$ cat src/rtl/vga_fb_arbiter.sv
// Framebuffer port arbiter: VGA display reads always win; pixel writes queue in
// a FIFO and drain on cycles with no display read.
module vga_fb_arbiter #(
  parameter int unsigned H_ACTIVE    = 1024,
  parameter int unsigned V_ACTIVE    = 768,
  parameter int unsigned ADDR_W      = 20,
  parameter int unsigned DATA_W      = 12,
  parameter int unsigned WFIFO_DEPTH = 16,
  parameter int unsigned RAM_LAT     = 1
) (
  input  logic                             clk_vga,
  input  logic                             rst,
  input  logic [10:0]                      hc_visible,
  input  logic [10:0]                      vc_visible,
  input  logic                             wr_valid,
  output logic                             wr_ready,
  input  logic [ADDR_W-1:0]                wr_addr,
  input  logic [DATA_W-1:0]                wr_data,
  output logic [ADDR_W-1:0]                ram_addr,
  output logic                             ram_we,
  output logic [DATA_W-1:0]                ram_wdata,
  input  logic [DATA_W-1:0]                ram_rdata,
  output logic                             pix_valid,
  output logic [DATA_W-1:0]                pix_data,
  output logic                             err_oob,
  output logic [$clog2(WFIFO_DEPTH):0]     fifo_level
);

  localparam int unsigned PTR_W   = $clog2(WFIFO_DEPTH);
  localparam int unsigned LVL_W   = PTR_W + 1;
  localparam int unsigned FB_SIZE = H_ACTIVE * V_ACTIVE;
  localparam logic [10:0] H_MAX   = 11'(H_ACTIVE);
  localparam logic [10:0] V_MAX   = 11'(V_ACTIVE);

  typedef enum logic [1:0] {IDLE, RD, WR} state_t;

  typedef struct packed {
    logic [ADDR_W-1:0] addr;
    logic [DATA_W-1:0] data;
  } wr_entry_t;

  wr_entry_t          fifo_mem [WFIFO_DEPTH];
  wr_entry_t          head;
  logic [PTR_W:0]     wptr;
  logic [PTR_W:0]     rptr;
  state_t             state;
  logic               rd_now;
  logic [RAM_LAT-1:0] rd_pipe;
  logic [ADDR_W-1:0]  disp_addr;
  logic               vis;
  logic               full;
  logic               empty;
  logic               accept;
  logic               in_range;
  logic               push;

  assign vis = (hc_visible != 11'd0) && (hc_visible <= H_MAX) &&
               (vc_visible != 11'd0) && (vc_visible <= V_MAX);

  // Only meaningful when vis, so the -1 never underflows.
  assign disp_addr = ADDR_W'(32'(vc_visible - 11'd1) * H_ACTIVE +
                             32'(hc_visible - 11'd1));

  assign fifo_level = wptr - rptr;
  assign full       = (fifo_level == LVL_W'(WFIFO_DEPTH));
  assign empty      = (wptr == rptr);
  assign wr_ready   = !full;
  assign accept     = wr_valid && !full;
  assign in_range   = (32'(wr_addr) < FB_SIZE);
  assign push       = accept && in_range;
  assign head       = fifo_mem[rptr[PTR_W-1:0]];
  assign rd_now     = (state == RD);

  always_ff @(posedge clk_vga) begin
    if (push) fifo_mem[wptr[PTR_W-1:0]] <= '{addr: wr_addr, data: wr_data};
  end

  // Port FSM: state names the operation on the RAM port during the next cycle.
  always_ff @(posedge clk_vga) begin
    if (rst) begin
      state     <= IDLE;
      wptr      <= '0;
      rptr      <= '0;
      ram_we    <= 1'b0;
      ram_addr  <= '0;
      ram_wdata <= '0;
      rd_pipe   <= '0;
      pix_valid <= 1'b0;
      pix_data  <= '0;
      err_oob   <= 1'b0;
    end else begin
      if (push) wptr <= wptr + LVL_W'(1);
      if (accept && !in_range) err_oob <= 1'b1;

      if (vis) begin
        state    <= RD;
        ram_addr <= disp_addr;
        ram_we   <= 1'b0;
      end else if (!empty) begin
        state     <= WR;
        rptr      <= rptr + LVL_W'(1);
        ram_addr  <= head.addr;
        ram_wdata <= head.data;
        ram_we    <= 1'b1;
      end else begin
        state  <= IDLE;
        ram_we <= 1'b0;
      end

      // Track which RAM cycles were reads so their data lands on the pixel output.
      rd_pipe   <= RAM_LAT'({rd_pipe, rd_now});
      pix_valid <= rd_pipe[RAM_LAT-1];
      pix_data  <= rd_pipe[RAM_LAT-1] ? ram_rdata : '0;
    end
  end

endmodule

$ cat config.mk
export PLATFORM = sky130hd
export DESIGN_NAME = vga_fb_arbiter
export DESIGN_NICKNAME = d
export VERILOG_FILES = /design/src/rtl/vga_fb_arbiter.sv
export SDC_FILE = /design/constraint.sdc
export NUM_CORES = 1
export LEC_CHECK = 0
export BUFFER_PORTS_ARGS = -buffer_cell sky130_fd_sc_hd__buf_2
export CAP_MARGIN = 30
export CELL_PAD_IN_SITES_DETAIL_PLACEMENT = 1
export CELL_PAD_IN_SITES_GLOBAL_PLACEMENT = 2
export CORE_MARGIN = 3
export CORE_UTILIZATION = 51
export DETAILED_ROUTE_END_ITERATION = 10
export PLACE_DENSITY = 0.87
export REMOVE_ABC_BUFFERS = 1
export SYNTH_ARGS = -nofsm -noshare
export SYNTH_HDL_FRONTEND = slang
export SYNTH_SLANG_ARGS = --single-unit
$ cat constraint.sdc
create_clock -name clk_vga -period 7.5 [get_ports clk_vga]
set_input_delay 1.125 -clock clk_vga [delete_from_list [all_inputs] [get_ports clk_vga]]
set_output_delay 1.125 -clock clk_vga [all_outputs]
set_load 0.005 [all_outputs]
### Word-level counts from Yosys, hierarchy flattened

Memories as Yosys holds them, arrays and structs flattened. A register that Yosys moved wholly into a read port is not among the register bits.
Index checks and enable logic that the tools add are counted.

| storage, ports and cells | value |
|---|---|
| bits in registers | 60 |
| memory bits (writable) | 512 |
| bits of input ports | 69 |
| output and inout bits | 53 |
| word-level logic and storage cells | 50 |
| memories kept | 1 |

Memories:

| name | depth | bits a word | read ports | clocked after Yosys merged registers in | wr ports | RTL line | source |
|---|---|---|---|---|---|---|---|
| fifo_mem | 16 | 32 | 1 | 1 | 1 | 42 | `wr_entry_t fifo_mem [WFIFO_DEPTH];` |

| cells by class | value |
|---|---|
| add/subtract/negate cells | 6 |
| order comparisons | 3 |
| equality and inequality tests | 4 |
| multiplexer cells | 9 |
| bitwise gates (word level) | 3 |
| reduce and logical (&&, ||, !) cells | 13 |

Operators with widths:

| kind | count |
|---|---|
| $mux W20 | 2 |
| $reduce_bool A11 Y1 | 2 |
| $add A20 B12 Y20 | 1 |
| $lt A20 B20 Y1 const B | 1 |
| $sub A11 B1 Y12 const B | 1 |
| $le A11 B10 Y1 const B | 1 |
| $le A11 B11 Y1 const B | 1 |
| $add A5 B1 Y5 const B | 2 |
| $sub A10 B1 Y10 const B | 1 |
| $mux W4 | 2 |
| $logic_and A1 B1 Y1 | 6 |
| $eq A5 B5 Y1 | 1 |
| $eq A5 B5 Y1 const B | 1 |
| $sub A5 B5 Y5 | 1 |
| $mux W1 | 4 |
| $reduce_or A2 Y1 | 2 |
| $not A1 Y1 | 3 |
| $eq A2 B1 Y1 const B | 1 |
| $logic_not A1 Y1 | 2 |
| $mux W2 | 1 |
| $ne A2 B2 Y1 const B | 1 |
| $reduce_and A2 Y1 | 1 |

### Depth between registers and ports, before layout

Gate-level depths: netlist of run 1.

| logic depth | value |
|---|---|
| word-level depth | 8 |
| gate-level depth with buffers | 13 |
| mapped depth without buffers | 13 |

### Least setup slack after synthesis of run 1

No wires, ideal clock.

| path | value |
|---|---|
| path type | register to register |
| start | register wptr[0] |
| end | memory fifo_mem[11][0] (netlist name) (enable) |
| setup time | 461 ps |
| arrival time | 4127 ps |
| required time | 7039 ps |
| setup slack | 2912 ps |
| cell stages (with the launch flop) | 10 |
| clock period less this slack | 4588 ps |
| cells stage by stage | dfxtp_1 -> inv_1 -> ha_1 -> fa_1 -> nor2b_1 -> o21ai_0 -> a21o_1 -> o2111ai_1 -> nand4_1 -> nor3_1 |

| between the ends | value |
|---|---|
| word-level cells in the longest chain between the ends | 7 |

Ends and longest elaborated chain:

| item | RTL line | source |
|---|---|---|
| from (decl) | 44 | `logic [PTR_W:0] wptr;` |
| from (signal assigned) | 92 | `if (push) wptr <= wptr + LVL_W'(1);` |
| $sub A5 B5 Y5 | 64 | `assign fifo_level = wptr - rptr;` |
| $eq A5 B5 Y1 | 65 | `assign full = (fifo_level == LVL_W'(WFIFO_DEPTH));` |
| $logic_not A1 Y1 | n/a |  |
| named net wr_ready | 16 | `output logic wr_ready,` |
| $logic_and A1 B1 Y1 | 68 | `assign accept = wr_valid && !full;` |
| $logic_and A1 B1 Y1 | 70 | `assign push = accept && in_range;` |
| $mux W1 | 75 | `if (push) fifo_mem[wptr[PTR_W-1:0]] <= '{addr: wr_addr, data: wr_data};` |
| $mux W1 (implied by the code) | 75 |  |
| to (decl) | 42 |  |

The timed path passes the listed nets, and every way through them passes these cells.

### Worst setup path in the final report of run 1

| path | value |
|---|---|
| start | input port hc_visible[0] |
| end | register ram_addr[18] |

| between the ends | value |
|---|---|
| word-level cells in the longest chain between the ends | 5 |
| elaborated cells on any way between the ends | 9 |

Ends and longest elaborated chain:

| item | RTL line | source |
|---|---|---|
| from (decl) | 13 | `input logic [10:0] hc_visible,` |
| branches (longest 5 deep; another with $add A20 B12 Y20) | n/a |  |
| to (signal assigned) | 97 | `ram_addr <= disp_addr;` |
| to (signal assigned) | 102 | `ram_addr <= head.addr;` |
| to (decl) | 19 | `output logic [ADDR_W-1:0] ram_addr,` |

Several ways; the timed one is not identified.
A chain may end at the register's enable or synchronous reset.

==> results.sh, run 1 <==
export IMPL_clockBufferDepth=3
export IMPL_cts_reportedPaths_clkPinSlew_ps=60
export IMPL_worstSetupStartpoint="hc_visible[0]"
export IMPL_p_per_area_nw_per_um2=324.2
export IMPL_cts_buffers=57
export IMPL_antenna_found_initial=5
export IMPL_port_buffers=121
export IMPL_ir_drop_mv=0.1969
export IMPL_cp_required_ps=8020
export IMPL_final_net_count=1372
export IMPL_grt_pass1_wl_um=82100
export IMPL_status="finished, final reports clean"
export IMPL_hold_class="reg2reg"
export IMPL_synth_ff_type="edfxtp_1"
export IMPL_tightest_slew_ps=1006
export IMPL_arrival_ps=4430
export IMPL_rsz0062_at_grt="false"
export IMPL_vias_per_cell=6.080
export IMPL_dp_cells=1805
export IMPL_post_cts_buffers=0
export IMPL_netlist_instances=1129
export IMPL_die_height_um=216.8
export IMPL_most_common_layout_cells="edfxtp_1, mux4_2, buf_2"
export IMPL_cts_resized=0
export IMPL_fin_util=0.6022
export IMPL_finalHoldViolations=0
export IMPL_grt_use_total=0.2398
export IMPL_die_area_sq_um=47010
export IMPL_tritoncts="built"
export IMPL_htreeDepth=2
export IMPL_slew_limit_headroom=0.3293
export IMPL_start_kind="input port"
export IMPL_fp_row_count=76
export IMPL_fin_worst_skew_ps=25.03
export IMPL_rr_worst_depth=10
export IMPL_p_leak_nw=8.616
export IMPL_total_power_mw=8.485
export IMPL_slew_violations=0
export IMPL_vias=11640
export IMPL_clk_latency_ps=620
export IMPL_hold_depth=1
export IMPL_ctsHoldBuffers=0
export IMPL_dpl_hpwl_um=29550
export IMPL_area_growth_pct=15.46
export IMPL_finalWeightedCongestion=0.7693
export IMPL_crit_type="in2reg"
export IMPL_async_flop_share=0
export IMPL_yosys_top_cells_area="edfxtp_1, mux4_2, dfxtp_1"
export IMPL_max_freq_mhz=255.1
export IMPL_num_io_pins=122
export IMPL_drt_initial_drc_count=1229
export IMPL_yosysUniqueCellTypes=51
export IMPL_setup_tns_ps=0
export IMPL_root_buffer="clkbuf_16"
export IMPL_period_minus_slack_ps=3920
export IMPL_cp_end_kind="register"
export IMPL_synth_seq_cells=575
export IMPL_first_pass_iters=5
export IMPL_post_route_period_util=0.5226
export IMPL_detailed_place_area_sq_um=24060
export IMPL_critPathMaxFanout=5
export IMPL_synth_avg_cell_area_sq_um=20.08
export IMPL_cts_sinks=575
export IMPL_ys_warnings_count=0
export IMPL_netlist_area_sq_um=22670
export IMPL_overflow=0
export IMPL_yosys_area_top_type="edfxtp_1"
export IMPL_final_cells=1915
export IMPL_synth_top_area_frac=0.6783
export IMPL_fin_area_sq_um=26170
export IMPL_drive_gt1_frac=0.3311
export IMPL_final_common_cell="edfxtp_1"
export IMPL_drv_cap=0
export IMPL_hold_start="ram_we"
export IMPL_drt_total_wl_um=55010
export IMPL_route_detailed_drc=0
export IMPL_grt_pass1_vias=12540
export IMPL_synth_edf_count=512
export IMPL_post_drt_wl_per_cell_um=28.73
export IMPL_start_util=0.5216
export IMPL_finalSetupViolCount=0
export IMPL_grt_max_degree=52
export IMPL_die_w_um=216.8
export IMPL_seq_area_frac_synth=0.7340
export IMPL_core_area_sq_um=43460
export IMPL_r2r_start="wptr[0]"
export IMPL_ant_nets=0
==> worst paths after layout <==
path | end | slack (ps)
setup / recovery | ram_addr[18] | 3580
setup reg to reg | fifo_mem[0][22] | 3660
hold reg to reg | rd_pipe | 420
hold / removal | rd_pipe | 420
==> power by group <==
part / leakage (nW) / switching (mW) / internal, mW
Sequential: 5.14 / 0.147 / 3.64
Combinational: 2.46 / 0.820 / 0.769
Clock: 1.02 / 1.21 / 1.90
==> Yosys cell counts (2+ instances only) <==
cell and instances:
fa_1 2, mux2_2 3, a21o_1 6, mux4_2 156, a311oi_2 10, a31oi_1 5
a311oi_1 2, or3_1 3, xor2_1 16, a41o_1 2, mux2i_1 6, a21oi_1 24
ha_1 21, and3_1 14, nand4_1 3, o21ai_0 20, nor2b_1 13, nor3b_1 2
clkbuf_1 33, nor2_1 34, nand2_1 44, buf_4 2, inv_1 18, nor3_1 16
edfxtp_1 512, nand3_1 19, dfxtp_1 63, buf_2 19, and2_1 14, xnor2_1 11
buf_6 2, a211oi_1 15
==> layout make-up <==
| type | instances | area (sq um) |
|---|---|---|
| Inverter | 18 | 67.56 |
| Clock buffer | 80 | 1634 |
| Timing Repair Buffer | 150 | 895.9 |
| Multi-Input combinational cell | 478 | 5743 |
| Clock inverter | 28 | 446.7 |
| Sequential cell | 575 | 16650 |
| Fill cell | 3729 | 17290 |
| Tap cell | 585 | 732.0 |
| Antenna cell | 1 | 2.502 |
==> through the flow <==
stage                     hold WS (ps)  setup WS (ps)
after floorplan                  418.7          573.5
after global placement           408.3           3074
after detailed placement         410.7           2941
after CTS                        416.9           3588
after global routing             463.0           3270
final                            416.3           3580
==> cells by family after synthesis <==
| family | count (synthesis) | synth area share |
|---|---|---|
| buffers and inverters | 76 | 0.01535 |
| AO/OA/AOI/OAI | 93 | 0.02953 |
| multiplexers | 165 | 0.1591 |
| XOR/XNOR | 28 | 0.01115 |
| AND/OR/NAND/NOR | 169 | 0.03748 |
| adder cells (fa/ha/maj) | 23 | 0.01336 |
| flip-flops | 575 | 0.7340 |
==> routing by layer <==
| layer | GRT usage | routed length (um) | vias up |
|---|---|---|---|
| met1 | 0.3181 | 21500 | 6104 |
| met3 | 0.04677 | 3831 | 104 |
| met4 | 0.06632 | 1380 | 8 |
| li1 | - | - | 4931 |
| met5 | 0 | 57 | - |
| met2 | 0.4116 | 28250 | 497 |
==> flip-flops by register name (all words and copies together), names as in the netlist, named ones only <==
name / cells
state: 1
ram_wdata: 12
rd_pipe: 1
ram_we: 1
pix_valid: 1
err_oob: 1
fifo_mem: 512
pix_data: 12
ram_addr: 20
wptr: 5
rptr: 5
==> worst max-delay path, stage by stage <==
cell and delay [ps]:
buf_2 130, inv_1 60, ha_1 220, or4b_4 540, nor3_4 170, xor2_2 210
ha_1 290, fa_1 470, a21oi_1 210, o21ai_0 140, a2111oi_0 440, nor3_1 120
xor2_1 150, a21o_1 150
No activity file was read; power rests on OpenSTA's default activity.
==> inputs of run 2 (changes only) <==
--- a/config.mk
+++ b/config.mk
@@ -10,9 +10,9 @@
 export CELL_PAD_IN_SITES_DETAIL_PLACEMENT = 1
 export CELL_PAD_IN_SITES_GLOBAL_PLACEMENT = 2
 export CORE_MARGIN = 3
-export CORE_UTILIZATION = 51
+export CORE_UTILIZATION = 43
 export DETAILED_ROUTE_END_ITERATION = 10
-export PLACE_DENSITY = 0.87
+export PLACE_DENSITY = 0.79
 export REMOVE_ABC_BUFFERS = 1
 export SYNTH_ARGS = -nofsm -noshare
 export SYNTH_HDL_FRONTEND = slang
==> constraint.sdc (replaced) <==
create_clock -name clk_vga -period 3.1 [get_ports clk_vga]
set_input_delay 0.465 -clock clk_vga [delete_from_list [all_inputs] [get_ports clk_vga]]
set_output_delay 0.465 -clock clk_vga [all_outputs]
set_load 0.005 [all_outputs]
==> run 2 against run 1 <==
  * Setup slack got worse by 3500 ps
  * Count of clock-buffer cells in the layout grew 2
  * Clock skew barely moved
  * Clock power rose by 140%
  * Sequential cell count is the same
  * Combinational power grew to 2.8 times the previous value
  * Worst hold slack got worse by 360 ps
  * Cell count rose by 8.8%
  * Routed wire length increased by 5.7%
  * Largest cell class unchanged
  * Highest routed layer unchanged
==> results.sh, run 2 (synthesis results as in run 1) <==
export IMPL_finalWeightedCongestion=0.7556
export IMPL_root_buffer="clkbuf_16"
export IMPL_dp_cells=1968
export IMPL_cts_sinks=575
export IMPL_cp_depth=14
export IMPL_grt_use_total=0.2112
export IMPL_post_route_period_util=0.9852
export IMPL_fin_worst_skew_ps=24.57
export IMPL_dpl_hpwl_um=35410
export IMPL_area_growth_pct=20.48
export IMPL_drt_initial_drc_count=940
export IMPL_reg2reg_slack_ps=190
export IMPL_ir_drop_mv=0.6604
export IMPL_largest_reg_flops=512
export IMPL_crit_slowest_cell="or4b_4"
export IMPL_core_area_sq_um=51720
export IMPL_cp_end_kind="register"
export IMPL_r2r_start="wptr[1]"
export IMPL_die_w_um=235.6
export IMPL_status="finished, final reports clean"
export IMPL_drv_cap=0
export IMPL_cp_required_ps=3590
export IMPL_critPathTopFamily="compound AO/OA/AOI/OAI gates"
export IMPL_path_cells="buf_2, inv_1, ha_1, or4b_4, nor3_4, xor2_2, ha_1, fa_1, a21oi_2, o21ai_0, a2111oi_1, nor3_1, xor2_1, a21o_1"
export IMPL_post_drt_wl_per_cell_um=27.90
export IMPL_first_pass_iters=5
export IMPL_slowest_delay_ps=500
export IMPL_vias=11960
export IMPL_arrival_ps=3550
export IMPL_critPathMaxFanout=3
export IMPL_finalSetupViolCount=0
export IMPL_overflow=0
export IMPL_setup_worst_path_end="ram_addr[18]"
export IMPL_final_net_count=1444
export IMPL_final_cells=2084
export IMPL_drt_total_wl_um=58140
export IMPL_drive_gt1_frac=0.3680
export IMPL_start_util=0.4383
export IMPL_cts_reportedPaths_clkPinSlew_ps=60
export IMPL_crit_top_cell="ha_1"
export IMPL_max_freq_mhz=327.4
export IMPL_rr_worst_depth=9
export IMPL_grt_pass1_vias=12880
export IMPL_path_buf_inv=2
export IMPL_p_per_area_nw_per_um2=770.8
export IMPL_most_common_layout_cells="edfxtp_1, mux4_2, buf_2"
export IMPL_hold_slack_ps=59.10
export IMPL_slew_violations=0
export IMPL_finalHoldViolations=0
export IMPL_p_leak_nw=9.060
export IMPL_ant_nets=0
export IMPL_start_kind="input port"
export IMPL_clk_latency_ps=620
export IMPL_worstSetupStartpoint="hc_visible[1]"
export IMPL_grt_pass1_wl_um=87010
export IMPL_die_area_sq_um=55500
export IMPL_htreeDepth=2
export IMPL_crit_type="in2reg"
export IMPL_slew_limit_headroom=0.4614
export IMPL_tightest_slew_ps=808.0
export IMPL_hold_class="in2reg"
export IMPL_antenna_found_initial=4
export IMPL_final_common_cell="edfxtp_1"
export IMPL_port_buffers=121
export IMPL_clockBufferDepth=3
export IMPL_period_minus_slack_ps=3054
export IMPL_num_io_pins=122
export IMPL_cts_buffers=58
export IMPL_fp_row_count=83
export IMPL_nFillCells=4681
export IMPL_die_height_um=235.6
export IMPL_reg2reg_to="fifo_mem[6][12]"
export IMPL_route_detailed_drc=0
export IMPL_tritoncts="built"
export IMPL_vias_per_cell=5.738
export IMPL_grt_max_degree=39
-- run 2: cell count changes in the layout (fill, tap and decap cells not counted), moves of 3 or more --
cell,before,now
clkbuf_1,12,18
buf_16,3,0
buf_4,25,59
clkbuf_8,10,5
buf_12,1,39
-- run 2: repair_timing --
action | CTS | global route
endpoints found under the hold margin | 0 | 0
setup buffers | 2 | 2
gates resized for setup | 3 | 14
endpoints found under the setup margin | 79 | 420
hold buffers | 0 | 0
pin swaps | 1 | 4
-- run 2: final cells by class --
type | count | area [sq um] | area share
Clock buffer | 82 | 1613 | 0.05906
Clock inverter | 28 | 470.5 | 0.01723
Timing Repair Buffer | 221 | 1852 | 0.06781
Inverter | 18 | 67.56 | 0.002474
Sequential cell | 575 | 16650 | 0.6098
Multi-Input combinational cell | 478 | 5798 | 0.2123
Tap cell | 680 | 850.8 | 0.03116
Antenna cell | 2 | 5.005 | 0.0001833
-- run 2: layer usage --
metal,part of all wire,up-vias,routed length (um),global-route usage
met5,0.00021,-,12,0
met4,0.019,2,1100,0.05199
met3,0.055,79,3171,0.03444
met2,0.52,405,30080,0.3635
met1,0.41,6392,23780,0.2832
li1,-,5080,-,-
-- run 2: power breakdown --
part | switching [mW] | leakage (nW) | internal [mW]
Clock | 2.97 | 1.01 | 4.64
Sequential | 0.239 | 5.14 | 8.80
Combinational | 2.25 | 2.91 | 2.15
-- run 2: worst min path at each step --
| stage | from | end | slack [ps] | cells past startpoint |
|---|---|---|---|---|
| 6_report | ram_rdata[8] | pix_data[8] | 60 | 2 |
| 5_1_grt | ram_rdata[5] | pix_data[5] | 40 | 2 |
| 2_1_floorplan | ram_we | rd_pipe | 420 | 1 |
| 3_5_place_dp | ram_we | rd_pipe | 440 | 1 |
| 3_3_place_gp | ram_we | rd_pipe | 410 | 1 |
| 4_1_cts | ram_rdata[1] | pix_data[1] | 30 | 2 |
-- run 2: metrics by stage --
stage | instance area (sq um) | setup TNS [ps] | setup WS [ps] | power (mW) | util
4_1_cts | 27230 | 0 | 16.59 | 21.23 | 0.5266
3_3_place_gp | 25120 | -737.2 | -529.7 | 13.44 | 0.4858
5_1_grt | 27300 | -97.21 | -97.21 | 21.92 | 0.5280
3_5_place_dp | 25120 | -1073 | -601.7 | 13.56 | 0.4858
6_report | 27310 | 0 | 45.96 | 21.05 | 0.5280
2_1_floorplan | 22390 | -342100 | -3826 | 11.64 | -
==> inputs of run 3 (changes only) <==
--- a/config.mk
+++ b/config.mk
@@ -12,7 +12,8 @@
 export CORE_MARGIN = 3
 export CORE_UTILIZATION = 43
 export DETAILED_ROUTE_END_ITERATION = 10
-export PLACE_DENSITY = 0.79
+export MAX_ROUTING_LAYER = met4
+export PLACE_DENSITY = 0.78
 export REMOVE_ABC_BUFFERS = 1
 export SYNTH_ARGS = -nofsm -noshare
 export SYNTH_HDL_FRONTEND = slang
==> run 3 against run 2 <==
  * Final area fell by 0.53%
  * Power down 3.8%
  * Largest cell class unchanged
  * Routed wire length decreased by 0.52%
  * Via count about the same
  * Die area stayed put
  * Clock power is 9.2% lower
  * Global-route usage rose by 0.093 points
  * Utilization shrank 0.28 points
  * Maximum frequency grew 3.0%
  * Highest routed layer is now met4
  * Count of clock-buffer cells in the layout decreased by 4
==> results.sh, run 3 (synthesis results as in run 1) <==
export IMPL_status="finished, final reports clean"
export IMPL_period_minus_slack_ps=2966
export IMPL_drt_total_wl_um=57840
export IMPL_slew_limit_headroom=0.5302
export IMPL_critPathMaxFanout=2
export IMPL_final_cells=2102
export IMPL_cp_end_kind="register"
export IMPL_power_frac_seq=0.447
export IMPL_dp_cells=1979
export IMPL_finalSetupViolCount=0
export IMPL_cts_reportedPaths_clkPinSlew_ps=60
export IMPL_die_w_um=235.6
export IMPL_fin_util=0.5252
export IMPL_grt_pass1_wl_um=85400
export IMPL_num_io_pins=122
export IMPL_slew_violations=0
export IMPL_p_leak_nw=9.028
export IMPL_combPwrFrac=0.211
export IMPL_post_drt_wl_per_cell_um=27.52
export IMPL_crit_slowest_cell="or4b_4"
export IMPL_die_height_um=235.6
export IMPL_cp_required_ps=3600
export IMPL_start_kind="input port"
export IMPL_drt_initial_drc_count=1043
export IMPL_ant_nets=0
export IMPL_clk_latency_ps=620
export IMPL_largest_reg_flops=512
export IMPL_p_clk_frac=0.341
export IMPL_ir_drop_mv=0.4970
export IMPL_fin_area_sq_um=27160
export IMPL_slowest_delay_ps=500
export IMPL_drv_cap=0
export IMPL_overflow=0
export IMPL_antenna_found_initial=5
export IMPL_dpl_hpwl_um=35170
export IMPL_max_freq_mhz=337.1
export IMPL_start_util=0.4383
export IMPL_grt_use_met2=0.3418
export IMPL_sw_frac_of_total=0.2668
export IMPL_clockBufferDepth=3
export IMPL_cts_buffers=57
export IMPL_grtUsageMet1=0.2856
export IMPL_port_buffers=121
export IMPL_tritoncts="built"
export IMPL_first_pass_iters=5
export IMPL_fp_row_count=83
export IMPL_root_buffer="clkbuf_16"
export IMPL_finalHoldViolations=0
export IMPL_grt_busiest_layer="met2"
export IMPL_die_area_sq_um=55500
export IMPL_most_common_layout_cells="edfxtp_1, mux4_2, buf_2"
export IMPL_grt_max_degree=57
export IMPL_htreeDepth=2
export IMPL_post_route_period_util=0.9569
export IMPL_drive_gt1_frac=0.3731
export IMPL_hold_slack_ps=54.36
export IMPL_power_switching_mw=5.402
export IMPL_core_area_sq_um=51720
export IMPL_grt_use_total=0.2122
export IMPL_arrival_ps=3460
export IMPL_fin_worst_skew_ps=18.62
export IMPL_vias=11970
export IMPL_cts_sinks=575
export IMPL_final_common_cell="edfxtp_1"
export IMPL_tightest_slew_ps=703.1
export IMPL_crit_type="in2reg"
export IMPL_area_growth_pct=19.85
export IMPL_final_net_count=1458
export IMPL_hold_class="in2reg"
export IMPL_finalWeightedCongestion=0.7527
export IMPL_detailed_place_area_sq_um=25110
export IMPL_path_cells="buf_2, inv_1, ha_1, or4b_4, nor3_4, xor2_4, ha_2, fa_2, a21oi_2, o21ai_1, a2111oi_2, nor3_1, xor2_1, a21o_1"
export IMPL_grt_pass1_vias=12780
export IMPL_p_per_area_nw_per_um2=745.3
export IMPL_ctsHoldBuffers=0
export IMPL_vias_per_cell=5.694
export IMPL_route_detailed_drc=0
export IMPL_use_met3=0.03245
export IMPL_internal_power_mw=14.84
==> run 3: cell count changes in the layout (fill, tap and decap cells not counted), sizes merged <==
cell and delta:
diode +5, bufinv -7, inv -1, buf +13, clkinv +8, clkinvlp +2
clkbuf -2
==> run 3: metrics by stage <==
step	setup slack, ps	power, mW	setup TNS [ps]
floorplan	-3826	11.64	-342100
global placement	-539.5	13.40	-3635
detailed placement	-658.8	13.50	-1266
CTS	1.895	20.46	0
global route	-3.877	21.09	-3.877
finish	133.5	20.25	0
==> run 3: path summary, 6_finish.rpt <==
kind	start	endpoint	slack (ps)	depth (start not counted)
hold / removal	ram_rdata[0]	pix_data[0]	50	2
setup / recovery	hc_visible[0]	ram_addr[18]	130	14
setup reg to reg	wptr[0]	fifo_mem[11][24]	150	14
hold reg to reg	ram_we	rd_pipe	430	1
==> run 3: power groups by stage <==
stage	Combinational, mW	Clock [mW]	Sequential (mW)
after floorplan	2.22	0	9.42
after global placement	4.20	0	9.19
after detailed placement	4.28	0	9.21
after CTS	4.34	7.07	9.06
after global routing	4.63	7.37	9.09
final	4.28	6.91	9.05
==> run 3: cell type report <==
| class | instances | area [sq um] |
|---|---|---|
| diodes | 7 | 17.52 |
| inverters | 18 | 67.56 |
| clock buffers | 78 | 1556 |
| fillers | 4694 | 24550 |
| repair buffers | 236 | 1899 |
| well taps | 680 | 850.8 |
| clock inverters | 30 | 320.3 |
| multi-input cells | 478 | 5802 |
| flip-flops and latches | 575 | 16650 |
==> run 3: worst max-delay path, delay by kind of cell <==
family                   cells  cell delay (ps)
AO/OA/AOI/OAI                4              830
adder cells (fa/ha/maj)      3              790
AND/OR/NAND/NOR              3              900
buffers and inverters        2              170
XOR/XNOR                     2              310
==> run 3: timing repair <==
action                     4_1_cts  5_1_grt
setup endpoints to repair        2      445
cloned                           0        2
pin swaps                        2        8
resized for setup                2       20
buffers inserted                 0        6
==> run 3: per-layer routing <==
metal	vias up	wire [um]
li1	5128	-
met1	6330	23790
met2	429	29080
met3	82	3686
met4	0	1283
met5	-	0
